**config.mk**
```make
export PLATFORM = sky130hd
export DESIGN_NAME = sevenseg_scanner_flat
export DESIGN_NICKNAME = d
export VERILOG_FILES = /design/src/rtl/sevenseg_pkg.sv /design/src/rtl/sevenseg_scanner_if.sv /design/src/rtl/hex7seg.sv /design/src/rtl/sevenseg_scanner.sv /design/src/flat_wrapper.sv
export SDC_FILE = /design/constraint.sdc
export NUM_CORES = 1
export LEC_CHECK = 0
export CORE_ASPECT_RATIO = 1.5
export CORE_MARGIN = 5
export CORE_UTILIZATION = 53
export CTS_CLUSTER_DIAMETER = 200
export DETAILED_ROUTE_END_ITERATION = 10
export PLACE_DENSITY = 0.78
export SYNTH_ARGS = -nofsm -noshare
export SYNTH_HDL_FRONTEND = slang
export SYNTH_SLANG_ARGS = --single-unit
```
**constraint.sdc**
```tcl
create_clock -name clk -period 3.6 [get_ports clk]
set_input_delay 0.72 -clock clk [delete_from_list [all_inputs] [get_ports clk]]
set_output_delay 0.72 -clock clk [all_outputs]
set_load 0.05 [all_outputs]
```
**src/rtl/sevenseg_pkg.sv**
```systemverilog
// Shared constants for the seven-segment scanner: hex glyph table and segment bit order.
package sevenseg_pkg;

  typedef logic [6:0] seg_t;

  localparam int SEG_A = 0;
  localparam int SEG_B = 1;
  localparam int SEG_C = 2;
  localparam int SEG_D = 3;
  localparam int SEG_E = 4;
  localparam int SEG_F = 5;
  localparam int SEG_G = 6;

  localparam seg_t SEG_OFF = 7'h00;

  // Active-high glyphs; bit i of each entry is segment a+i. Entry 15 first.
  localparam logic [15:0][6:0] HEX7_TABLE = {
    7'h71, 7'h79, 7'h5E, 7'h39, 7'h7C, 7'h77, 7'h6F, 7'h7F,
    7'h07, 7'h7D, 7'h6D, 7'h66, 7'h4F, 7'h5B, 7'h06, 7'h3F
  };

endpackage

```
**src/rtl/sevenseg_scanner_if.sv**
```systemverilog
// Display-port bundle: content inputs from the output-port register, pin-level outputs.
interface sevenseg_scanner_if #(
  parameter int DIGITS = 8
);
  logic [4*DIGITS-1:0] value;
  logic [DIGITS-1:0]   dp_mask;
  logic                lz_en;
  logic                en;
  logic [6:0]          seg;
  logic                dp;
  logic [DIGITS-1:0]   an;

  modport master (output value, dp_mask, lz_en, en, input seg, dp, an);
  modport slave  (input value, dp_mask, lz_en, en, output seg, dp, an);
endinterface

```
**src/rtl/hex7seg.sv**
```systemverilog
// Combinational nibble-to-segment decoder, active-high, output in SEG_x bit order.
module hex7seg
  import sevenseg_pkg::*;
(
  input  logic [3:0] nibble_i,
  output seg_t       seg_o
);

  seg_t raw_s;

  // Table lookup, then place each glyph bit at its segment position
  always_comb begin
    raw_s        = HEX7_TABLE[nibble_i];
    seg_o        = SEG_OFF;
    seg_o[SEG_A] = raw_s[0];
    seg_o[SEG_B] = raw_s[1];
    seg_o[SEG_C] = raw_s[2];
    seg_o[SEG_D] = raw_s[3];
    seg_o[SEG_E] = raw_s[4];
    seg_o[SEG_F] = raw_s[5];
    seg_o[SEG_G] = raw_s[6];
  end

endmodule

```
**src/rtl/sevenseg_scanner.sv**
```systemverilog
// Time-multiplexed hex display driver; content is snapshotted once per frame so digits never tear.
module sevenseg_scanner
  import sevenseg_pkg::*;
#(
  parameter int DIGITS         = 8,
  parameter int SCAN_DIV       = 50000,
  parameter int BLANK_CYC      = 500,
  parameter bit SEG_ACTIVE_LOW = 1'b1,
  parameter bit AN_ACTIVE_LOW  = 1'b1
) (
  input  logic               clk,
  input  logic               reset_n,
  sevenseg_scanner_if.slave  bus
);

  localparam int IDX_W  = (DIGITS > 1) ? $clog2(DIGITS) : 1;
  localparam int PCNT_W = $clog2(SCAN_DIV);

  localparam logic [DIGITS-1:0] AN_PIN_OFF  = {DIGITS{AN_ACTIVE_LOW}};
  localparam logic [6:0]        SEG_PIN_OFF = {7{SEG_ACTIVE_LOW}};
  localparam logic              DP_PIN_OFF  = SEG_ACTIVE_LOW;

  logic [PCNT_W-1:0]   pcnt_q, pcnt_d;
  logic [IDX_W-1:0]    idx_q, idx_d;
  logic [4*DIGITS-1:0] snap_val_q, snap_val_d;
  logic [DIGITS-1:0]   snap_dp_q, snap_dp_d;
  logic                snap_lz_q, snap_lz_d;
  logic [6:0]          seg_q, seg_d;
  logic                dp_q, dp_d;
  logic [DIGITS-1:0]   an_q, an_d;

  logic                tick_s;
  logic                lit_s;
  logic [3:0]          nibble_s;
  seg_t                seg_hex_s;
  seg_t                seg_hi_s;
  logic [DIGITS-1:0]   lz_blank_s;
  logic                zero_run_s;
  logic [DIGITS-1:0]   an_hot_s;

  hex7seg u_hex7seg (
    .nibble_i (nibble_s),
    .seg_o    (seg_hex_s)
  );

  // Slot prescaler, digit index and end-of-frame snapshot
  always_comb begin
    tick_s     = (pcnt_q == PCNT_W'(SCAN_DIV - 1));
    snap_val_d = snap_val_q;
    snap_dp_d  = snap_dp_q;
    snap_lz_d  = snap_lz_q;
    if (tick_s) begin
      pcnt_d = '0;
      if (idx_q == IDX_W'(DIGITS - 1)) begin
        idx_d      = '0;
        snap_val_d = bus.value;
        snap_dp_d  = bus.dp_mask;
        snap_lz_d  = bus.lz_en;
      end else begin
        idx_d = idx_q + IDX_W'(1);
      end
    end else begin
      pcnt_d = pcnt_q + PCNT_W'(1);
      idx_d  = idx_q;
    end
  end

  // A digit above 0 is suppressed when it and every digit to its left are zero
  always_comb begin
    zero_run_s = 1'b1;
    lz_blank_s = '0;
    for (int k = DIGITS - 1; k > 0; k--) begin
      zero_run_s    = zero_run_s & (snap_val_q[4*k +: 4] == 4'h0);
      lz_blank_s[k] = zero_run_s & snap_lz_q;
    end
  end

  if (BLANK_CYC == 0) begin : g_no_blank
    assign lit_s = 1'b1;
  end else begin : g_blank
    assign lit_s = (pcnt_q >= PCNT_W'(BLANK_CYC));
  end

  // Next pin values for the current slot, with polarity applied
  always_comb begin
    nibble_s = snap_val_q[4*idx_q +: 4];
    an_hot_s = DIGITS'(1) << idx_q;
    if (lz_blank_s[idx_q]) begin
      seg_hi_s = SEG_OFF;
    end else begin
      seg_hi_s = seg_hex_s;
    end
    if (SEG_ACTIVE_LOW) begin
      seg_d = ~seg_hi_s;
      dp_d  = ~snap_dp_q[idx_q];
    end else begin
      seg_d = seg_hi_s;
      dp_d  = snap_dp_q[idx_q];
    end
    if (bus.en && lit_s) begin
      an_d = AN_ACTIVE_LOW ? ~an_hot_s : an_hot_s;
    end else begin
      an_d = AN_PIN_OFF;
    end
  end

  // State and output registers
  always_ff @(posedge clk or negedge reset_n) begin
    if (!reset_n) begin
      pcnt_q     <= '0;
      idx_q      <= '0;
      snap_val_q <= '0;
      snap_dp_q  <= '0;
      snap_lz_q  <= 1'b0;
      seg_q      <= SEG_PIN_OFF;
      dp_q       <= DP_PIN_OFF;
      an_q       <= AN_PIN_OFF;
    end else begin
      pcnt_q     <= pcnt_d;
      idx_q      <= idx_d;
      snap_val_q <= snap_val_d;
      snap_dp_q  <= snap_dp_d;
      snap_lz_q  <= snap_lz_d;
      seg_q      <= seg_d;
      dp_q       <= dp_d;
      an_q       <= an_d;
    end
  end

  assign bus.seg = seg_q;
  assign bus.dp  = dp_q;
  assign bus.an  = an_q;

endmodule

```
**src/flat_wrapper.sv**
```systemverilog
// flat-port wrapper written by rule: the top's interface ports become plain ports
module sevenseg_scanner_flat import sevenseg_pkg::*;
#(
  parameter int DIGITS         = 8,
  parameter int SCAN_DIV       = 50000,
  parameter int BLANK_CYC      = 500,
  parameter bit SEG_ACTIVE_LOW = 1'b1,
  parameter bit AN_ACTIVE_LOW  = 1'b1
)
  (clk, reset_n, bus_value, bus_dp_mask, bus_lz_en, bus_en, bus_seg, bus_dp, bus_an);
  sevenseg_scanner_if #(.DIGITS(DIGITS)) bus_i ();
  input  logic clk;
  input  logic reset_n;
  input wire logic [$bits(bus_i.value)-1:0] bus_value;
  input wire logic [$bits(bus_i.dp_mask)-1:0] bus_dp_mask;
  input wire logic [$bits(bus_i.lz_en)-1:0] bus_lz_en;
  input wire logic [$bits(bus_i.en)-1:0] bus_en;
  output wire logic [$bits(bus_i.seg)-1:0] bus_seg;
  output wire logic [$bits(bus_i.dp)-1:0] bus_dp;
  output wire logic [$bits(bus_i.an)-1:0] bus_an;
  assign bus_i.value = bus_value;
  assign bus_i.dp_mask = bus_dp_mask;
  assign bus_i.lz_en = bus_lz_en;
  assign bus_i.en = bus_en;
  assign bus_seg = bus_i.seg;
  assign bus_dp = bus_i.dp;
  assign bus_an = bus_i.an;
  sevenseg_scanner #(.DIGITS(DIGITS), .SCAN_DIV(SCAN_DIV), .BLANK_CYC(BLANK_CYC), .SEG_ACTIVE_LOW(SEG_ACTIVE_LOW), .AN_ACTIVE_LOW(AN_ACTIVE_LOW)) u_core (.clk(clk), .reset_n(reset_n), .bus(bus_i));
endmodule
```
### Word-level counts from Yosys, hierarchy flattened

Memory sizes are Yosys's and may differ from the RTL's.
Cells that the tools add are included.

* output and inout bits: 16
* bits in read-only memories: 112
* input bits: 44
* memories: 1
* register bits: 76

* equal/unequal tests: 2
* reductions and logical operators: 9
* order comparisons: 3
* mux-type cells: 9
* bitwise gates (word level): 16
* add/subtract/negate cells: 2
* shift-type cells: 2

Memories
* (no name shown): words 16, width 7, read ports 1, clocked after memory_dff 0, write ports 0, RTL line hex7seg.sv:13 `raw_s = HEX7_TABLE[nibble_i];`

Operators with widths (number)
* variable part select 32 x 6 -> 4 bit: 1
* logical NOT 4 bit: 7
* adder 16 x 1 -> 16 bit (second input constant): 1
* equality test 16 bit (second input constant): 1
* greater-or-equal comparator 16 x 9 -> 1 bit (second input constant): 1
* two-way mux 16 bit: 1
* two-way mux 7 bit: 2
* bitwise AND 1 bit: 13
* two-way mux 8 bit: 1
* inverter 8 bit: 1
* << shifter 1 x 3 -> 8 bit (first input constant): 1
* inverter 7 bit: 1
* binary-select mux 1 bit (select 3 bit): 2
* less-than comparator 4 x 5 -> 1 bit (second input constant): 1
* less-than comparator 3 x 4 -> 1 bit (second input constant): 1
* adder 3 x 1 -> 3 bit (second input constant): 1
* equality test 3 bit (second input constant): 1
* two-way mux 3 bit: 1
* two-way mux 1 bit: 2
* AND reduction 2 bit: 1
* logical AND 1 bit: 1
* inverter 1 bit: 1

### Depth between registers and ports, before layout

Gate-level depths: netlist (run 1).

* depth in word-level cells: 12
* depth in mapped cells: 10

### Hierarchy

From an unflattened synthesis (run 1), not the netlist that was laid out.

* cell total of the unflattened synthesis: 296
* area total of the unflattened synthesis: 3766.1 um^2

Modules (own cells, without submodules)
* sevenseg_scanner: times used 1, cells an instance 263, area each 3478.3 um^2, sequential area each 1921.8 um^2
* hex7seg: times used 1, cells an instance 33, area each 287.8 um^2, sequential area each 0.0 um^2

### Worst setup path before layout (run 1)

Ideal clock, no wire load.

* path kind: register to register
* start: reg u_core.idx_q[0]
* end: reg u_core.seg_q[3] (netlist: u_core.bus.seg[3])
* stages on the path, launching flop included: 10
* setup slack: 1.352 ns
* data arrival time: 2.156 ns
* setup time: 0.093 ns
* cell sequence: dfrtp_1 > buf_6 > buf_8 > mux4_2 > mux2i_4 > inv_1 > ha_1 > mux2_2 > mux2i_1 > nand2_1

* cells in the longest elaborated chain, start to end: 5
* elaborated cells between the ends (all ways): 7
* those cells by class: shift: 1; mux: 4; bitwise: 1; memory: 1

Ends and longest elaborated chain
* from (decl): RTL line sevenseg_scanner.sv:24 `logic [IDX_W-1:0] idx_q, idx_d;`
* from (signal assigned): RTL line sevenseg_scanner.sv:120 `idx_q <= idx_d;`
* variable part select 32 x 6 -> 4 bit: RTL line sevenseg_scanner.sv:86 `nibble_s = snap_val_q[4*idx_q +: 4];`
* memory read (16 x 7 bit)
* two-way mux 7 bit (not written as such): RTL line hex7seg.sv:13
* two-way mux 7 bit (*): RTL line sevenseg_scanner.sv:88 `if (lz_blank_s[idx_q]) begin`
* inverter 7 bit (*): RTL line sevenseg_scanner.sv:94 `seg_d = ~seg_hi_s;`
* via u_core.seg_d[3]: RTL line sevenseg_scanner.sv:28 `logic [6:0] seg_q, seg_d;`
* to (signal assigned): RTL line sevenseg_scanner.sv:124 `seg_q <= seg_d;`
* to (decl): RTL line sevenseg_scanner.sv:28

Mark *: on every way through the listed nets, which the timed path passes. The rest lies on a longest branch. The select of a mux whose other input is x is not followed.
A chain may end at the register's enable or synchronous reset.

### Worst setup path in the final report (run 1)

Ends and elaborated chain as after synthesis.

==> results.sh, run 1 <==
export IMPL_use_met1=0.1921
export IMPL_hold_violations=0
export IMPL_cts_buffers=9
export IMPL_drc=0
export IMPL_cp_required_ns=3.86
export IMPL_place_area_sq_um=4315
export IMPL_synth_xor_area_share=0.03064
export IMPL_dominantRegCellSynth="dfrtp_1"
export IMPL_criticalPathCategory="reg -> reg"
export IMPL_slew_violations=0
export IMPL_die_area_sq_um=8821
export IMPL_finalCritPeriodShare=0.7527
export IMPL_slew_headroom=0.5677
export IMPL_cp_end_kind="flip-flop"
export IMPL_cts_max_level=3
export IMPL_grt_start_max_net_pins=44
export IMPL_avgSynthCellArea_sq_um=13.18
export IMPL_core_area_sq_um=6852
export IMPL_grt_overflow_total=0
export IMPL_utilization=0.6618
export IMPL_tightestPinTransition_ns=0.6359
export IMPL_port_buffers=59
export IMPL_critPathBufInv=1
export IMPL_met2_usage=0.3003
export IMPL_synth_largest_area_cell="dfrtp_1"
export IMPL_syn_nets=340
export IMPL_path_max_fanout=16
export IMPL_synth_compound_area_frac=0.03266
export IMPL_diodes=0
export IMPL_whs_ns=0.3841
export IMPL_multi_input_area_sq_um=1650
export IMPL_cts_hold_buf=0
export IMPL_cpPeakStageDelay_ns=0.76
export IMPL_dpl_hpwl_mm=5.182
export IMPL_antenna_found_initial=0
export IMPL_yosysWarningCount=0
export IMPL_row_count=37
export IMPL_drt_iter0_drc=130
export IMPL_outcome="finished, final reports clean"
export IMPL_grtUsageTotal=0.1717
export IMPL_syn_to_final_growth_pct=22.02
export IMPL_drive_gt1_frac=0.2178
export IMPL_post_place_ws_ns=0.9177
export IMPL_ant_nets=0
export IMPL_crit_family="multiplexers"
export IMPL_crit_chain="mux4_1, mux2i_4, inv_1, ha_1, mux2_2, mux2i_1, nand2_1"
export IMPL_cts_sinks=76
export IMPL_fp_dieH_um=112.6
export IMPL_grt_setup_unrepaired="no"
export IMPL_fmax_ghz=0.3690
export IMPL_initial_core_util=0.5424
export IMPL_clk_latency_ns=0.36
export IMPL_power_leakage_nw=1.924
export IMPL_fill_cells=543
export IMPL_dp_cells=411
export IMPL_synth_distinct_cells=46
export IMPL_hold_class="in -> async"
export IMPL_setup_violations_final=0
export IMPL_skew_ns=0.01341
export IMPL_cap_viol_max_count=0
export IMPL_viasPerCell=5.583
export IMPL_regArea_sq_um=1922
export IMPL_yosys_top_cells_area="dfrtp_1 (40%), dfstp_2 (11%), mux2_2 (9.7%)"
export IMPL_synthSimpleGateAreaFrac=0.1054
export IMPL_async_reset_ff_frac=1.000
export IMPL_wirelength_mm=6.980
export IMPL_clk_pin_slew_worst_paths_ns=0.08
export IMPL_setup_tns_final_ns=0
export IMPL_cp_slowest_cell="dfrtp_1"
export IMPL_pwr_density_cell_nw_per_um2=395.0
export IMPL_cp_arrival_ns=2.97
export IMPL_cts_tree="built"
export IMPL_synth_top_area_frac=0.4040
export IMPL_cts_setup_buffers=0
export IMPL_ys_seq_elements=76
export IMPL_fin_area_sq_um=4534
export IMPL_dr_total_vias=2384
export IMPL_use_met3=0.03531
export IMPL_clock_path_buffers=2
export IMPL_synthCells=282
export IMPL_firstDrtPassIters=4
export IMPL_fin_nets=402
export IMPL_peakVddDrop_uv=276.5
export IMPL_io_pins=60
export IMPL_muxShareOfSynthArea=0.2283
export IMPL_grt_pass1_wl_mm=11.70
export IMPL_grt_pass1_vias=2500
export IMPL_layout_setup_ws_ns=0.8901
export IMPL_yosysSeqAreaShare=0.5172
export IMPL_die_w_um=78.37
export IMPL_total_power_mw=1.791
export IMPL_synth_edf_count=0
export IMPL_wl_per_cell_um=16.35
export IMPL_min_period_ns=2.710
export IMPL_cts_resized=0
export IMPL_start_kind="flip-flop"
export IMPL_fin_cells=427
export IMPL_netlist_area_sq_um=3716
export IMPL_cts_root_buf="clkbuf_8"
export IMPL_grt_busiest_layer="met2"
export IMPL_synth_fa_ha_area_frac=0.04714
export IMPL_globalplace_congestion=0.8422
export IMPL_synth_top_family_by_area="multiplexers"
where the power goes:
group          leakage, nW  switching, mW  internal (mW)  total, mW
Sequential           0.897         0.0202          0.890      0.910
Combinational        0.917         0.0797         0.0908      0.170
Clock                0.111          0.300          0.410      0.710
layout by cell type, fill, tap and decap left out, types with 3 or more instances in the layout:
master / count
a21oi_1: 3
dfstp_2: 16
clkbuf_8: 10
mux4_1: 8
buf_4: 3
inv_1: 9
ha_1: 14
mux2_1: 11
xor2_1: 7
dfrtp_1: 60
mux2i_1: 5
nor4_1: 9
nand3_1: 10
clkdlybuf4s50_1: 58
nand2_1: 23
o21ai_0: 5
xnor2_1: 6
and3_1: 5
mux2_2: 32
nor2_1: 16
nor3_1: 4
per-layer routing:
layer | vias up | part of all wire
met5 | - | 0
met4 | 0 | 0.030
met3 | 14 | 0.038
met2 | 55 | 0.54
met1 | 1184 | 0.39
li1 | 1131 | -
synth_stat cells, drive strengths merged (6+ instances only):
master and instances:
mux2i 8, nand3 10, xor2 7, mux4 10, nand2 24, xnor2 6, dfrtp 60, ha 14
nor4 9, o21ai 6, nor2 16, mux2 43, buf 10, dfstp 16, inv 10
registers in the layout (all words and copies together), names as in the netlist:
name / cells
u_core.snap_lz_q: 1
u_core.snap_val_q: 32
u_core.bus.seg: 7
u_core.bus.dp: 1
u_core.pcnt_q: 16
u_core.bus.an: 8
u_core.snap_dp_q: 8
u_core.idx_q: 3
worst paths after layout:
check,start,endpoint,slack [ns],cells after the start
setup / recovery,u_core.idx_q[0],u_core.bus.seg[3],0.89,7
hold / removal,reset_n,u_core.pcnt_q[6],0.38,2
setup reg to reg,u_core.idx_q[0],u_core.bus.seg[3],0.89,7
hold reg to reg,u_core.snap_dp_q[5],u_core.snap_dp_q[5],0.51,1
max in group asynchronous,reset_n,u_core.snap_val_q[3],2.77,2
min in group clk,u_core.snap_dp_q[5],u_core.snap_dp_q[5],0.51,1
worst register-to-register path: cells and delay by family, from the launching register on:
kind / cells / cell delay [ns]
flops: 1 / 0.76
simple gates: 1 / 0.07
fa+ha+maj: 1 / 0.27
mux: 4 / 1.38
buf+inv: 1 / 0.12
final cells by class:
class | count | share of cell area
Sequential cell | 76 | 0.4238
Multi-Input combinational cell | 185 | 0.3640
Timing Repair Buffer | 62 | 0.1341
Clock buffer | 12 | 0.03201
Tap cell | 78 | 0.02152
Clock inverter | 4 | 0.01628
Inverter | 10 | 0.008278
cell families (layout without fill, tap and decap cells):
group	count (synthesis)	after routing
AO/OA/AOI/OAI	18	18
XOR/XNOR	13	13
adder cells (fa/ha/maj)	14	14
buffers and inverters	21	88
flip-flops	76	76
multiplexers	61	61
AND/OR/NAND/NOR	79	79
Power figures use the tool's default switching activity.
==> run 2: changes to the inputs <==
CORE_UTILIZATION = 48   (was 53)
PLACE_DENSITY = 0.75   (was 0.78)
clock period = 2.4 ns   (was 3.6 ns; I/O delays follow)
==> run 2 against run 1 <==
  * Sequential power up 51%
  * Clock-buffer cell count unchanged
  * Combinational power up 54%
  * Maximum frequency up 22%
  * Routed wire length up 1.9%
  * Via count up 0.55%
  * Critical path depth unchanged
  * Final cell count up 7.0%
  * Clock power up 130%
  * First-iteration DRC count down 4.6%
  * Clock skew down 0.0087 ns
  * Worst hold slack worse by 0.32 ns
==> results.sh, run 2 (same netlist as run 1, synthesis figures left out) <==
export IMPL_outcome="finished, final reports clean"
export IMPL_wirelength_mm=7.112
export IMPL_die_area_sq_um=9637
export IMPL_cp_arrival_ns=2.46
export IMPL_fin_nets=408
export IMPL_hold_class="in -> async"
export IMPL_grt_overflow_total=0
export IMPL_antenna_found_initial=0
export IMPL_critPathBufInv=1
export IMPL_cpPeakStageDelay_ns=0.64
export IMPL_finalCritPeriodShare=0.9241
export IMPL_skew_ns=0.004745
export IMPL_io_pins=60
export IMPL_syn_to_final_growth_pct=28.72
export IMPL_viasPerCell=5.245
export IMPL_slew_headroom=0.6251
export IMPL_grt_start_max_net_pins=42
export IMPL_grt_setup_unrepaired="no"
export IMPL_path_max_fanout=10
export IMPL_final_cell_mix="dfrtp_1 (59), clkdlybuf4s50_1 (58), mux2_2 (32)"
export IMPL_post_place_ws_ns=0.04880
export IMPL_power_leakage_nw=2.031
export IMPL_drive_gt1_frac=0.2338
export IMPL_final_common_cell="dfrtp_1"
export IMPL_ant_nets=0
export IMPL_grtUsageTotal=0.1708
export IMPL_cp_required_ns=2.64
export IMPL_min_period_ns=2.218
export IMPL_cts_hold_buf=0
export IMPL_core_area_sq_um=7612
export IMPL_max_flop_register="u_core.snap_val_q"
export IMPL_cap_viol_max_count=0
export IMPL_start_kind="flip-flop"
export IMPL_tightestPinTransition_ns=0.5572
export IMPL_wl_met3_um=330
export IMPL_grt_pass1_vias=2485
export IMPL_dpl_hpwl_mm=5.295
export IMPL_top_layer="met4"
export IMPL_cp_slowest_cell="mux4_1"
export IMPL_criticalPathCategory="reg -> reg"
export IMPL_drc=0
export IMPL_cts_root_buf="clkbuf_16"
export IMPL_grt_pass1_wl_mm=12.33
export IMPL_fmax_ghz=0.4509
export IMPL_cts_max_level=3
export IMPL_firstDrtPassIters=4
export IMPL_initial_core_util=0.4882
export IMPL_largest_reg_flops=32
export IMPL_clock_path_buffers=2
export IMPL_layout_setup_ws_ns=0.1821
export IMPL_clk_pin_slew_worst_paths_ns=0.06
export IMPL_fp_dieH_um=117.8
export IMPL_crit_family="multiplexers"
export IMPL_drt_iter0_drc=124
export IMPL_slew_violations=0
export IMPL_met2_length_mm=3.796
export IMPL_top_regs="u_core.snap_val_q (32), u_core.pcnt_q (16)"
export IMPL_die_w_um=81.84
export IMPL_globalplace_congestion=0.8267
export IMPL_pwr_density_cell_nw_per_um2=684.0
export IMPL_setup_violations_final=0
export IMPL_cts_tree="built"
export IMPL_wl_per_cell_um=15.56
export IMPL_dr_total_vias=2397
export IMPL_row_count=39
export IMPL_diodes=0
export IMPL_cts_setup_buffers=0
export IMPL_crit_chain="mux4_1, mux2i_4, inv_1, ha_1, mux2_2, mux2i_1, nand2_1"
export IMPL_hold_violations=0
export IMPL_port_buffers=59
export IMPL_setup_tns_final_ns=0
export IMPL_wl_met1_mm=2.806
export IMPL_peakVddDrop_uv=612.9
export IMPL_cts_buffers=9
export IMPL_clk_latency_ns=0.33
export IMPL_cp_end_kind="flip-flop"
export IMPL_cts_sinks=76
## run 2: cell count changes in the layout (fill, tap and decap cells not counted), sizes merged
cell    delta
buf        +6
bufinv     +2
clkinv     -2
## run 2: through the flow
| step | cells | util | area [sq um] | hold slack (ns) | total power, mW |
|---|---|---|---|---|---|
| after global placement | 441 | 0.5800 | 4415 | 0.4211 | 1.648 |
| after global routing | 457 | 0.6284 | 4783 | 0.09093 | 3.403 |
| after CTS | 457 | 0.6282 | 4782 | 0.07325 | 3.307 |
| after floorplan | 282 | - | 3716 | 0.1844 | 1.507 |
| final | 457 | 0.6284 | 4783 | 0.06673 | 3.272 |
| after detailed placement | 441 | 0.5800 | 4415 | 0.4374 | 1.654 |
## run 2: worst reg2reg max path, cell delays in order (launching register included)
cell,delay [ns]
dfrtp_2,0.49
mux4_1,0.64
mux2i_4,0.17
inv_1,0.09
ha_1,0.26
mux2_2,0.28
mux2i_1,0.13
nand2_1,0.07
## run 2: what timing repair did
item                                    in CTS  in global routing
resized for setup                            0                  1
endpoints found under the setup margin       0                  3
endpoints found under the hold margin        0                  0
## run 2: report_power, final
group / leakage [nW] / switching [mW] / internal (mW) / total (mW)
clock: 0.177 / 0.494 / 1.15 / 1.64
combinational: 0.959 / 0.120 / 0.141 / 0.262
sequential: 0.895 / 0.0297 / 1.34 / 1.37
## run 2: area by class of cell
type / instances / area, sq um
inverters: 10 / 37.54
well taps: 102 / 127.6
fillers: 616 / 2829
flip-flops and latches: 76 / 1923
multi-input cells: 185 / 1650
repair buffers: 68 / 678.2
clock buffers: 12 / 246.5
clock inverters: 4 / 120.1
## run 2: per-layer routing
metal | vias up | track usage
li1 | 1146 | -
met5 | - | 0
met1 | 1173 | 0.2072
met4 | 0 | 0.07380
met2 | 62 | 0.2707
met3 | 16 | 0.05819
## run 2: final timing paths
kind,startpoint,endpoint,slack [ns],cells past startpoint
hold reg to reg,u_core.snap_dp_q[5],u_core.snap_dp_q[5],0.49,1
setup reg to reg,u_core.idx_q[0],u_core.bus.seg[3],0.18,7
setup / recovery,u_core.idx_q[0],u_core.bus.seg[3],0.18,7
hold / removal,reset_n,u_core.snap_dp_q[0],0.07,1
max in group asynchronous,reset_n,u_core.bus.an[4],1.65,2
min in group clk,u_core.snap_dp_q[5],u_core.snap_dp_q[5],0.49,1
==> run 3: changes to the inputs <==
PLACE_DENSITY = default   (was 0.75)
PLACE_DENSITY_LB_ADDON = 0.25   (was default)
==> run 3 against run 2 <==
  * Worst hold slack gained 0.075 ns
  * Clock power is 12% lower
  * Largest cell class unchanged
  * Combinational power hardly changed
  * Critical path type unchanged
==> results.sh, run 3 (same netlist as run 1, synthesis figures left out) <==
export IMPL_outcome="finished, final reports clean"
export IMPL_fin_nets=411
export IMPL_cp_required_ns=2.63
export IMPL_cts_setup_buffers=0
export IMPL_start_kind="flip-flop"
export IMPL_grt_overflow_total=0
export IMPL_skew_ns=0.005280
export IMPL_cts_buffers=9
export IMPL_clk_latency_ns=0.33
export IMPL_grt_pass1_vias=2545
export IMPL_final_common_cell="dfrtp_1"
export IMPL_port_buffers=59
export IMPL_globalplace_congestion=0.8873
export IMPL_viasPerCell=5.230
export IMPL_grt_start_max_net_pins=42
export IMPL_cts_tree="built"
export IMPL_pwr_share_comb=0.086
export IMPL_cp_arrival_ns=2.49
export IMPL_dpl_hpwl_mm=5.405
export IMPL_top_regs="u_core.snap_val_q (32), u_core.pcnt_q (16)"
export IMPL_slew_violations=0
export IMPL_clock_path_buffers=2
export IMPL_path_max_fanout=7
export IMPL_cp_end_kind="flip-flop"
export IMPL_antenna_found_initial=0
export IMPL_grtUsageTotal=0.1647
export IMPL_wirelength_mm=7.071
export IMPL_drc=0
export IMPL_fill_cells=627
export IMPL_firstDrtPassIters=4
export IMPL_finalCritPeriodShare=0.9390
export IMPL_die_area_sq_um=9637
export IMPL_final_cell_mix="dfrtp_1 (60), clkdlybuf4s50_1 (58), mux2_2 (32)"
export IMPL_diodes=0
export IMPL_grt_pass1_wl_mm=12.10
export IMPL_wl_met3_um=289
export IMPL_switchingPower_mw=0.6520
export IMPL_core_area_sq_um=7612
export IMPL_fmax_ghz=0.4437
export IMPL_cap_viol_max_count=0
export IMPL_post_place_ws_ns=0.1648
export IMPL_max_flop_register="u_core.snap_val_q"
export IMPL_grt_setup_unrepaired="no"
export IMPL_switching_share=0.2126
export IMPL_met2_length_mm=3.778
export IMPL_fin_cells=460
export IMPL_cts_hold_buf=0
export IMPL_drt_iter0_drc=164
export IMPL_row_count=39
export IMPL_layout_setup_ws_ns=0.1463
export IMPL_syn_to_final_growth_pct=28.22
export IMPL_die_w_um=81.84
export IMPL_min_period_ns=2.254
export IMPL_utilization=0.6259
export IMPL_tightestPinTransition_ns=0.6505
export IMPL_cts_root_buf="clkbuf_16"
export IMPL_initial_core_util=0.4882
export IMPL_top_layer="met4"
export IMPL_power_frac_seq=0.446
export IMPL_cts_max_level=3
export IMPL_dp_cells=444
export IMPL_setup_tns_final_ns=0
export IMPL_slew_headroom=0.5624
export IMPL_drive_gt1_frac=0.2430
export IMPL_whs_ns=0.1418
export IMPL_pwr_density_cell_nw_per_um2=643.7
export IMPL_fp_dieH_um=117.8
export IMPL_io_pins=60
export IMPL_internal_power_mw=2.415
export IMPL_power_leakage_nw=2.022
export IMPL_hold_class="in -> async"
export IMPL_criticalPathCategory="reg -> reg"
export IMPL_dr_total_vias=2406
export IMPL_cts_sinks=76
export IMPL_ant_nets=0
export IMPL_wl_per_cell_um=15.37
export IMPL_hold_violations=0
export IMPL_largest_reg_flops=32
export IMPL_cts_resized=0
export IMPL_clk_pin_slew_worst_paths_ns=0.05
export IMPL_peakVddDrop_uv=477.3
export IMPL_pwr_share_clk=0.468
export IMPL_setup_violations_final=0
export IMPL_wl_met1_mm=2.852
## run 3: changes by cell type in the layout (fill, tap and decap cells not counted), sizes merged
cell	before	now
bufinv	4	2
clkbuf	12	10
clkinv	0	1
clkinvlp	0	3
buf	10	13
## run 3: cell type report
cell class / instances / area [sq um] / area share
Sequential cell: 76 / 1922 / 0.4034
Timing Repair Buffer: 71 / 700.7 / 0.1471
Tap cell: 102 / 127.6 / 0.02679
Clock inverter: 6 / 87.58 / 0.01838
Inverter: 10 / 37.54 / 0.007878
Multi-Input combinational cell: 185 / 1650 / 0.3464
Clock buffer: 10 / 239.0 / 0.05016
## run 3: stage by stage
stage	power, mW	area (sq um)
2_1_floorplan	1.507	3716
3_3_place_gp	1.650	4438
3_5_place_dp	1.657	4438
4_1_cts	3.110	4765
5_1_grt	3.194	4765
6_report	3.067	4765
## run 3: power by group through the flow
stage / clock network (mW) / logic [mW] / registers, mW
CTS: 1.47 / 0.269 / 1.37
floorplan: 0 / 0.0872 / 1.42
global placement: 0 / 0.262 / 1.39
finish: 1.44 / 0.264 / 1.37
global route: 1.53 / 0.288 / 1.37
detailed placement: 0 / 0.268 / 1.39
## run 3: worst max-delay path, stage by stage, from the launching register on
cell and delay [ns]:
dfrtp_1 0.51, mux4_1 0.65, mux2i_4 0.16, inv_1 0.08, ha_1 0.26, mux2_2 0.29, mux2i_1 0.13, nand2_1 0.07
## run 3: worst paths after layout
kind | start | slack, ns | depth (start not counted) | endpoint
worst max-delay path | u_core.idx_q[0] | 0.15 | 7 | u_core.bus.seg[3]
worst min-delay path | reset_n | 0.14 | 1 | u_core.pcnt_q[8]
worst max register to register | u_core.idx_q[0] | 0.15 | 7 | u_core.bus.seg[3]
worst min register to register | u_core.pcnt_q[13] | 0.49 | 1 | u_core.pcnt_q[13]
max in group asynchronous | reset_n | 1.63 | 2 | u_core.bus.seg[0]
min in group clk | u_core.pcnt_q[13] | 0.49 | 1 | u_core.pcnt_q[13]
## run 3: routing by layer
layer / GRT usage / vias up
met4: 0.07380 / 0
met5: 0 / -
met2: 0.2753 / 50
met1: 0.1943 / 1188
met3: 0.04058 / 10
li1: - / 1158
